`src/rtl/csa_add_sequencer.sv`:
```
// csa_add_sequencer: walks wide add/sub operands through a narrow adder slice, LSB slice first.
module csa_add_sequencer #(
  parameter int DATA_W  = 16,
  parameter int SLICE_W = 8
) (
  input  logic               clk,
  input  logic               rst_n,
  input  logic               ena,
  input  logic               start,
  input  logic               sub,
  input  logic [DATA_W-1:0]  op_a,
  input  logic [DATA_W-1:0]  op_b,
  output logic [SLICE_W-1:0] add_a,
  output logic [SLICE_W-1:0] add_b,
  output logic               add_cin,
  input  logic [SLICE_W-1:0] add_sum,
  input  logic               add_cout,
  output logic               busy,
  output logic               done,
  output logic [DATA_W-1:0]  result,
  output logic               carry_out,
  output logic               overflow
);
  localparam int NSLICE = DATA_W / SLICE_W;
  localparam int BW = NSLICE > 1 ? $clog2(NSLICE) : 1;
  localparam logic [BW-1:0] LAST = BW'(NSLICE - 1);
  typedef enum logic {IDLE, RUN} state_t;
  state_t state_q, state_d;
  logic [BW-1:0] beat_q, beat_d;
  logic [DATA_W-1:0] a_q, a_d, b_q, b_d, result_q, result_d;
  logic sub_q, sub_d, carry_q, carry_d, carry_out_q, carry_out_d;
  logic overflow_q, overflow_d, done_q, done_d;
  logic [SLICE_W-1:0] a_s [NSLICE];
  logic [SLICE_W-1:0] b_s [NSLICE];
  logic run, last;
  for (genvar i = 0; i < NSLICE; i++) begin : g_slice
    assign a_s[i] = a_q[i*SLICE_W +: SLICE_W];
    assign b_s[i] = b_q[i*SLICE_W +: SLICE_W];
  end
  assign run = state_q == RUN;
  assign last = beat_q == LAST;
  assign add_a = run ? a_s[beat_q] : '0;
  assign add_b = run ? b_s[beat_q] ^ {SLICE_W{sub_q}} : '0;
  assign add_cin = run & (beat_q == '0 ? sub_q : carry_q);
  assign busy = run;
  assign done = done_q;
  assign result = result_q;
  assign carry_out = carry_out_q;
  assign overflow = overflow_q;
  always_comb begin
    state_d = state_q;
    beat_d = beat_q;
    a_d = a_q;
    b_d = b_q;
    sub_d = sub_q;
    carry_d = carry_q;
    result_d = result_q;
    carry_out_d = carry_out_q;
    overflow_d = overflow_q;
    done_d = done_q;
    if (ena) begin
      done_d = 1'b0;
      if (!run && start) begin
        a_d = op_a;
        b_d = op_b;
        sub_d = sub;
        beat_d = '0;
        state_d = RUN;
      end else if (run) begin
        result_d[beat_q*SLICE_W +: SLICE_W] = add_sum;
        carry_d = add_cout;
        beat_d = last ? '0 : beat_q + 1'b1;
        if (last) begin
          // signed overflow: operands agree in sign but the sum does not
          carry_out_d = add_cout;
          overflow_d = (a_q[DATA_W-1] == (b_q[DATA_W-1] ^ sub_q)) & (add_sum[SLICE_W-1] != a_q[DATA_W-1]);
          done_d = 1'b1;
          state_d = IDLE;
        end
      end
    end
  end
  always_ff @(posedge clk or negedge rst_n) begin
    if (!rst_n) begin
      state_q <= IDLE;
      beat_q <= '0;
      a_q <= '0;
      b_q <= '0;
      sub_q <= 1'b0;
      carry_q <= 1'b0;
      result_q <= '0;
      carry_out_q <= 1'b0;
      overflow_q <= 1'b0;
      done_q <= 1'b0;
    end else begin
      state_q <= state_d;
      beat_q <= beat_d;
      a_q <= a_d;
      b_q <= b_d;
      sub_q <= sub_d;
      carry_q <= carry_d;
      result_q <= result_d;
      carry_out_q <= carry_out_d;
      overflow_q <= overflow_d;
      done_q <= done_d;
    end
  end
endmodule

```
`config.mk`:
```
export PLATFORM = sky130hd
export DESIGN_NAME = csa_add_sequencer
export DESIGN_NICKNAME = d
export VERILOG_FILES = /design/src/rtl/csa_add_sequencer.sv
export SDC_FILE = /design/constraint.sdc
export NUM_CORES = 1
export LEC_CHECK = 0
export CAP_MARGIN = 20
export CORE_UTILIZATION = 35
export DETAILED_ROUTE_END_ITERATION = 7
export GPL_TIMING_DRIVEN = 1
export HOLD_SLACK_MARGIN = 0.08
export PLACE_DENSITY = 0.64
export SLEW_MARGIN = 20
export SYNTH_ARGS = -nofsm -noshare
export SYNTH_HDL_FRONTEND = slang
export SYNTH_SLANG_ARGS = --single-unit
```
`constraint.sdc`:
```
create_clock -name clk -period 2.2 [get_ports clk]
set_input_delay 0.33 -clock clk [delete_from_list [all_inputs] [get_ports clk]]
set_output_delay 0.33 -clock clk [all_outputs]
set_load 0.02 [all_outputs]
```
* After elaboration in Yosys (flattened, before gate mapping) *
Cells that the tools add are included.
Widths: inputs -> output; s select.

cells by class
  add/sub/neg operators = 2
  multiply operators = 0
  divide/modulo/power cells = 0
  $lt $le $gt $ge = 1
  equality and inequality tests = 2
  shift-type cells = 2
  muxes and demuxes = 19
  bitwise gates (word level) = 6
  reductions and logical operators = 7

operators with widths
  cell                     number
  $mux 8                   8
  $neg 4->34               1
  $shift 8x34->16 const A  1
  $shiftx 8x34->16         1
  $bwmux 16                1
  $mux 1                   10
  $xor 8x8->8              1
  $reduce_and 2->1         2
  $reduce_and 4->1         1
  $reduce_and 3->1         1
  $and 1x1->1              2
  $ge 2x2->1 const B       1
  $not 1->2                1
  $reduce_bool 2->1        1
  $add 1x1->1 const B      1
  $eq 1x1->1               1
  $logic_and 1x1->1        1
  $logic_not 1->1          1
  $ne 1x1->1               1
  $not 1->1                1
  $xor 1x1->1              1

storage, ports and cells
  register bits after elaboration = 55
  bits in latches = 0
  bits in writable memories = 0
  bits in read-only memories = 0
  output and inout port bits = 37
  memories = 0

* Depth between registers and ports, before layout *
Gate-level depths: netlist of the first run.

  depth after elaboration = 6
  mapped depth = 4

* Worst setup path before layout of the first run *
OpenSTA, ideal clock, no wires.

  path kind = reg2out
  start point = register beat_q
  end point = output add_a[0]
  arrival = 1204 ps
  data required time = 1870 ps
  path slack = 666 ps
  cell stages (with the launch flop) = 5
  buffers on the path = 2
  path through = dfrtp_1 > buf_2 > buf_4 > mux2i_1 > nor2b_1

between the ends
  cells in the longest elaborated chain, start to end = 5

ends and longest elaborated chain
  what                                        line  RTL
  start, declared                             29    logic [BW-1:0] beat_q, beat_d;
  start signal, assigned                      97    beat_q <= beat_d;
  $not 1->2 (implied by the code)             42    assign add_a = run ? a_s[beat_q] : '0;
  $mux 8 (implied by the code) (3 in series)  42
  $mux 8                                      42
  end, declared                               13    output logic [SLICE_W-1:0] add_a,

No other way between the ends. The select of a mux whose other input is x is not followed.

* Worst setup path in the final report of the first run *
  start point = register beat_q
  end point = output add_a[4]

Same word-level chain as after synthesis.

==> parameters.txt, run 1 <==
Parameter                              Value

Run status
  Status ... finished clean

CTS
  Clock input transition at the sequential cells of the worst setup and hold paths ... 0.09 ns
  Root Driver ... clkbuf_8
  CTS tree ... yes
  Number of CTS-inserted buffers ... 5
  H-tree lvl count ... 2
  Buffer depth of the longest clock path ... 2
  Number of sinks handled by clock tree synthesis ... 55
  Worst-skew pair later-pin latency ... 0.30 ns
  Post-CTS repair timing setup buffer count ... 0

STA
  RSZ-0062 raised after global routing ... false
  Final cycle utilization of the critical path ... 95.6%
  Worst rel slew slack ... 55.7%
  Worst setup skew after layout ... 0.00415 ns
  Slew at the pin closest to its max-slew limit ... 0.665 ns
  Accumulated negative setup slack ... 0 ns
  Number of setup violations in the final report ... 0
  Max Freq ... 475 MHz
  Final count of hold timing violations ... 0
  Shortest clock period the worst path allows after layout ... 2.10 ns
  Slew Limit Fails ... 0

Critical path
  Maximum cell stage delay along the critical path ... 0.61 ns
  Worst Setup Path Type ... reg -> out
  Worst-path fanout max ... 9
  Data required time at the worst endpoint ... 1.87 ns
  Cells along the critical path ... buf_4 -> mux2i_1 -> nor2b_1 -> clkdlybuf4s50_1
  Critical-path top delay cell ... clkdlybuf4s50_1
  CP startpoint kind ... flip-flop
  Critical Path End Type ... output pin
  Data arrival time at the worst-slack endpoint ... 1.77 ns

Finish
  Fill cell count ... 638
  Layout Utilization ... 51.4%
  Most frequent cells in the layout ... clkdlybuf4s50_1 (71), dfrtp_1 (54), mux2_2 (43)
  Area growth from synthesis to layout ... 41.1%
  Commonest non-fill, non-tap cell in the layout ... clkdlybuf4s50_1
  Ant. Diodes ... 0
  Post-route design area ... 0.00353 mm2
  Number of nets in the layout ... 310
  Share of post-route cells with drive strength above 1 ... 26.4%

Synth
  Share of Yosys cell area claimed by the top area cell type ... 55.0%
  Yosys reg bits ... 55
  Synth Instances ... 175
  Library cell occupying the most area in the post-synthesis netlist ... dfrtp_1
  Netlist area before placement ... 0.00250 mm2
  Avg Inst Size Synth ... 14.3 um2
  Most area-consuming cells after synthesis ... dfrtp_1 (55%), mux2_2 (19%), mux2i_1 (7.2%)
  Number of warnings issued by yosys ... 0
  Mapped Nets ... 221
  Distinct cell type count of the synthesized netlist ... 21
  Sequential share of the synthesized area ... 55.0%

Pwr
  P per Cell Area ... 1510 mW/mm2
  Power spent charging and discharging nets ... 0.00194 W
  Clock power share ... 9.9%
  Cell internal power dissipation ... 0.00340 W
  Fraction of power spent switching nets ... 36.3%
  Combinational Power Share ... 55.8%
  VDD IR-drop max ... 0.678 mV
  Leakage power summed over all cells ... 1.55 nW
  Power share of the sequential group ... 34.3%

Drt
  Iteration count of the initial detailed-routing pass ... 2
  WL/cell ... 13.7 um
  Antenna-violating nets left ... 0
  Top routing layer used ... met4
  Number of DRC violations after detailed-routing iteration 0 ... 30
  Met1 wire length ... 2300 um
  Number of DRC violations after detailed routing ... 0
  WL met2 ... 2310 um
  Routed length on met3 ... 268 um
  Mean number of vias per cell ... 4.51
  WL final ... 4930 um
  Vias ... 1627

Global routing
  Number of global-route vias before repair ... 1574
  Total congestion overflow after global routing ... 0
  Maximum number of pins on one net before global-route repair ... 31
  Total Routing Usage GR ... 14.2%
  Initial antenna violation count ... 0
  Wire length of the first global-routing pass ... 8030 um

Placement
  Number of port buffers ... 82
  Cell area reported after detailed placement ... 0.00344 mm2
  Detailed placement HPWL ... 3600 um
  Gp weighted congestion ... 0.692

Floorplanning
  Floorplan die width ... 86.6 um
  I/O pin count ... 83
  Initial cell density of the core ... 36.4%
  # rows ... 30
  Die height ... 86.6 um
  Die area ... 0.00750 mm2
  Core Region ... 0.00687 mm2

Job
  Max-capacitance violation count ... 0

Hold path
  Kind of path behind the tightest hold check ... reg -> reg
## layout make-up
type                    instances  area [um2]  share of cell area (%)
clock buffers                   7        76.3                    2.16
clock inverters                 1        5.00                   0.142
inverters                       1        3.75                   0.106
multi-input cells             109        1050                    29.7
flip-flops and latches         55        1380                    39.0
well taps                      96         120                    3.40
repair buffers                 92         901                    25.5
## final timing paths
check	from	end	slack (ns)	cells after the start
worst min-delay path	overflow	overflow	0.50	2
worst min register to register	overflow	overflow	0.50	2
worst max-delay path	beat_q	add_a[4]	0.1	4
min in group asynchronous	rst_n	b_q[8]	0.59	2
worst max register to register	busy	result[4]	0.59	4
max in group asynchronous	rst_n	done	0.89	3
## layer usage
layer / track usage, % / vias up
li1: - / 775
met1: 19.3 / 791
met2: 22.4 / 55
met3: 3.62 / 6
met4: 4.09 / 0
met5: 0 / -
## cells in the mapped netlist
library cell	instances
o21ai_0	3
clkbuf_1	2
xor2_1	1
inv_1	1
and2_1	8
mux2i_1	18
buf_4	1
buf_6	4
or2_1	1
buf_2	3
nor2b_1	11
nand3b_2	1
nand2_2	1
nand2_1	3
mux2_4	8
mux2_2	43
nand3_1	1
xnor2_1	8
a31oi_1	1
a21oi_1	1
dfrtp_1	55
## cells by family (layout without fill, tap and decap cells)
family | Yosys count | count (layout) | share of synthesized area, %
muxes | 69 | 69 | 31.3
xor gates and xnor gates | 9 | 9 | 3.15
buffers and inverters | 11 | 101 | 3.15
DFF | 55 | 55 | 55.0
AOI/OAI and AO/OA | 5 | 5 | 1.05
and+or+nand+nor | 26 | 26 | 6.35
## power by group through the flow
| stage | logic (W) | clock network (W) | registers, W |
|---|---|---|---|
| after global routing | 0.00320 | 0.000596 | 0.00190 |
| after CTS | 0.00303 | 0.000557 | 0.00183 |
| after global placement | 0.00310 | 0 | 0.00184 |
| final | 0.00298 | 0.000528 | 0.00183 |
| after detailed placement | 0.00313 | 0 | 0.00185 |
| after floorplan | 0.00171 | 0 | 0.00198 |
## flip-flops by register name, indices dropped and copies added, names as in the netlist
register	count
result	16
b_q	16
sub_q	1
overflow	1
beat_q	1
carry_q	1
a_q	16
carry_out	1
done	1
busy	1
## stage by stage
| step | setup slack (ns) | instances | total power (W) | hold slack, ns |
|---|---|---|---|---|
| 5_1_grt | 0.00525 | 361 | 0.00570 | 0.521 |
| 2_1_floorplan | 0.666 | 175 | 0.00370 | 0.0344 |
| 6_report | 0.0967 | 361 | 0.00533 | 0.498 |
| 3_5_place_dp | 0.225 | 352 | 0.00498 | 0.412 |
| 3_3_place_gp | 0.234 | 352 | 0.00494 | 0.408 |
| 4_1_cts | 0.0573 | 361 | 0.00542 | 0.507 |
## worst max-delay path: cells and delay by family (launching register included)
kind,cells,cell delay (ns)
mux,1,0.12
simple gates,1,0.13
flops,1,0.42
buf+inv,2,0.80
## repair_timing
item,4_1_cts,5_1_grt
resized for setup,9,2
hold buffers,1,0
endpoints found under the setup margin,9,2
hold endpoints to repair,9,0
Note: power is estimated with default switching activity, not from simulation.
==> inputs of run 2 (changes only) <==
==> constraint.sdc (replaced) <==
create_clock -name clk -period 2.2 [get_ports clk]
set_input_delay 0.33 -clock clk [delete_from_list [all_inputs] [get_ports clk]]
set_output_delay 0.33 -clock clk [all_outputs]
set_load 0.05 [all_outputs]
==> parameters.txt, run 2 (same netlist as run 1, synthesis figures left out) <==
Parameter                              Value

Run status
  Status ... finished clean

Hold path
  Kind of path behind the tightest hold check ... reg -> reg
  Start point of the worst min-delay path ... overflow

Finish
  Number of nets in the layout ... 307 (-0.97%)
  Sequential cell area ... 0.00138 mm2 (about the same)
  Share of post-route cells with drive strength above 1 ... 32.4% (+6.0 points)
  Area growth from synthesis to layout ... 48.8%
  Ant. Diodes ... 0 (unchanged)
  Most frequent cells in the layout ... clkdlybuf4s50_1 (63), dfrtp_1 (55), mux2_2 (43)
  Post-route design area ... 0.00372 mm2 (+5.5%)
  Area of the multi-input gates ... 0.00105 mm2 (unchanged)
  Commonest non-fill, non-tap cell in the layout ... clkdlybuf4s50_1
  Fill cell count ... 591 (-7.4%)

CTS
  H-tree lvl count ... 2 (unchanged)
  Clock input transition at the sequential cells of the worst setup and hold paths ... 0.09 ns (about the same)
  Worst-skew pair later-pin latency ... 0.29 ns (about the same)
  Number of CTS-inserted buffers ... 5 (unchanged)
  Number of sinks handled by clock tree synthesis ... 55 (unchanged)
  Root Driver ... clkbuf_8
  Buffer depth of the longest clock path ... 2 (unchanged)
  CTS tree ... yes

Floorplanning
  Initial cell density of the core ... 36.4% (unchanged)
  Die height ... 86.6 um (unchanged)
  Die area ... 0.00750 mm2 (unchanged)
  Floorplan die width ... 86.6 um (unchanged)
  # rows ... 30 (unchanged)
  I/O pin count ... 83 (unchanged)
  Core Region ... 0.00687 mm2 (unchanged)

STA
  Number of setup violations in the final report ... 0 (unchanged)
  Final count of hold timing violations ... 0 (unchanged)
  Post-Route Hold Slack ... 0.494 ns (-0.00435 ns)
  Max Freq ... 507 MHz (+6.6%)
  Accumulated negative setup slack ... 0 ns (unchanged)
  Final cycle utilization of the critical path ... 89.7% (-5.9 points)
  Slew Limit Fails ... 0 (unchanged)
  Worst rel slew slack ... 63.8% (+8.1 points)
  RSZ-0062 raised after global routing ... false
  Slew at the pin closest to its max-slew limit ... 0.543 ns (-0.121 ns)
  Shortest clock period the worst path allows after layout ... 1.97 ns (-0.130 ns)
  Worst setup skew after layout ... 0.00436 ns (+0.000203 ns)

Placement
  Detailed placement HPWL ... 3470 um (-3.6%)
  Cell area reported after detailed placement ... 0.00361 mm2 (+4.9%)
  Gp weighted congestion ... 0.669 (-3.3%)
  Number of port buffers ... 82 (unchanged)

Drt
  Iteration count of the initial detailed-routing pass ... 3 (+1)
  Number of DRC violations after detailed-routing iteration 0 ... 7 (-77%)
  Vias ... 1600 (-1.7%)
  WL/cell ... 13.4 um (-1.7%)
  Antenna-violating nets left ... 0 (unchanged)
  Number of DRC violations after detailed routing ... 0 (unchanged)
  WL final ... 4800 um (-2.6%)
  Mean number of vias per cell ... 4.47 (-0.84%)

Critical path
  Data required time at the worst endpoint ... 1.87 ns (about the same)
  Terminus of the critical flop-to-flop path ... result[3]
  CP startpoint kind ... flip-flop
  Depth of the worst register-to-register path ... 3 (-1)
  Critical Path End Type ... output pin
  Data arrival time at the worst-slack endpoint ... 1.64 ns (-0.13 ns)
  Worst Setup Path Type ... reg -> out
  Worst setup path start ... busy
  End point of the critical path ... add_a[0]
  Worst-path fanout max ... 14 (+5)
  R2r setup slk ... 0.56 ns (-0.03 ns)
  Source of the worst register-to-register timing path ... busy

Global routing
  Wire length of the first global-routing pass ... 7980 um (-0.60%)
  Maximum number of pins on one net before global-route repair ... 38 (+23%)
  Number of global-route vias before repair ... 1595 (+1.3%)
  Total Routing Usage GR ... 13.9% (-0.27 points)
  Initial antenna violation count ... 0 (unchanged)
  Total congestion overflow after global routing ... 0 (unchanged)

Job
  Max-capacitance violation count ... 0 (unchanged)
-- run 2: worst min path at each step --
| stage | to | slack, ns | cells after the start |
|---|---|---|---|
| 2_1_floorplan | a_q[0] | 0.03 | 0 |
| 3_3_place_gp | b_q[8] | 0.31 | 1 |
| 3_5_place_dp | b_q[8] | 0.31 | 1 |
| 4_1_cts | overflow | 0.50 | 2 |
| 5_1_grt | result[10] | 0.52 | 1 |
| 6_report | overflow | 0.49 | 2 |
-- run 2: through the flow --
step / setup slack (ns) / util [%] / std cells
after CTS: 0.172 / 54.2 / 358
final: 0.227 / 54.2 / 358
after floorplan: 0.191 / - / 175
after global routing: 0.0959 / 54.2 / 358
after detailed placement: 0.247 / 52.6 / 349
after global placement: 0.299 / 52.6 / 349
-- run 2: cell type report --
| type | instances | area share [%] |
|---|---|---|
| multi-input cells | 109 | 28.1 |
| flip-flops and latches | 55 | 36.9 |
| clock buffers | 8 | 2.69 |
| repair buffers | 89 | 28.9 |
| well taps | 96 | 3.22 |
| inverters | 1 | 0.101 |
-- run 2: metal layers --
metal | wire (um) | GRT usage [%] | share of wire, %
met3 | 274 | 3.71 | 5.7
met5 | 0 | 0 | 0
met4 | 29 | 3.18 | 0.60
met2 | 2250 | 21.9 | 47
met1 | 2250 | 19.3 | 47
-- run 2: timing repair --
action                                  in CTS  in global routing
setup buffers                                0                  0
endpoints found under the setup margin       0                  0
gates resized for setup                      0                  0
hold buffers                                 1                  0
endpoints found under the hold margin       18                  0
-- run 2: critical path: stages (launching register included) --
cell	delay, ns
dfrtp_1	0.64
buf_4	0.27
nor2b_1	0.27
buf_12	0.17
Power of run 2 is left out: the tool's default activity adds up to more than one toggle a clock period on the data nets, which glitch-free logic cannot reach.
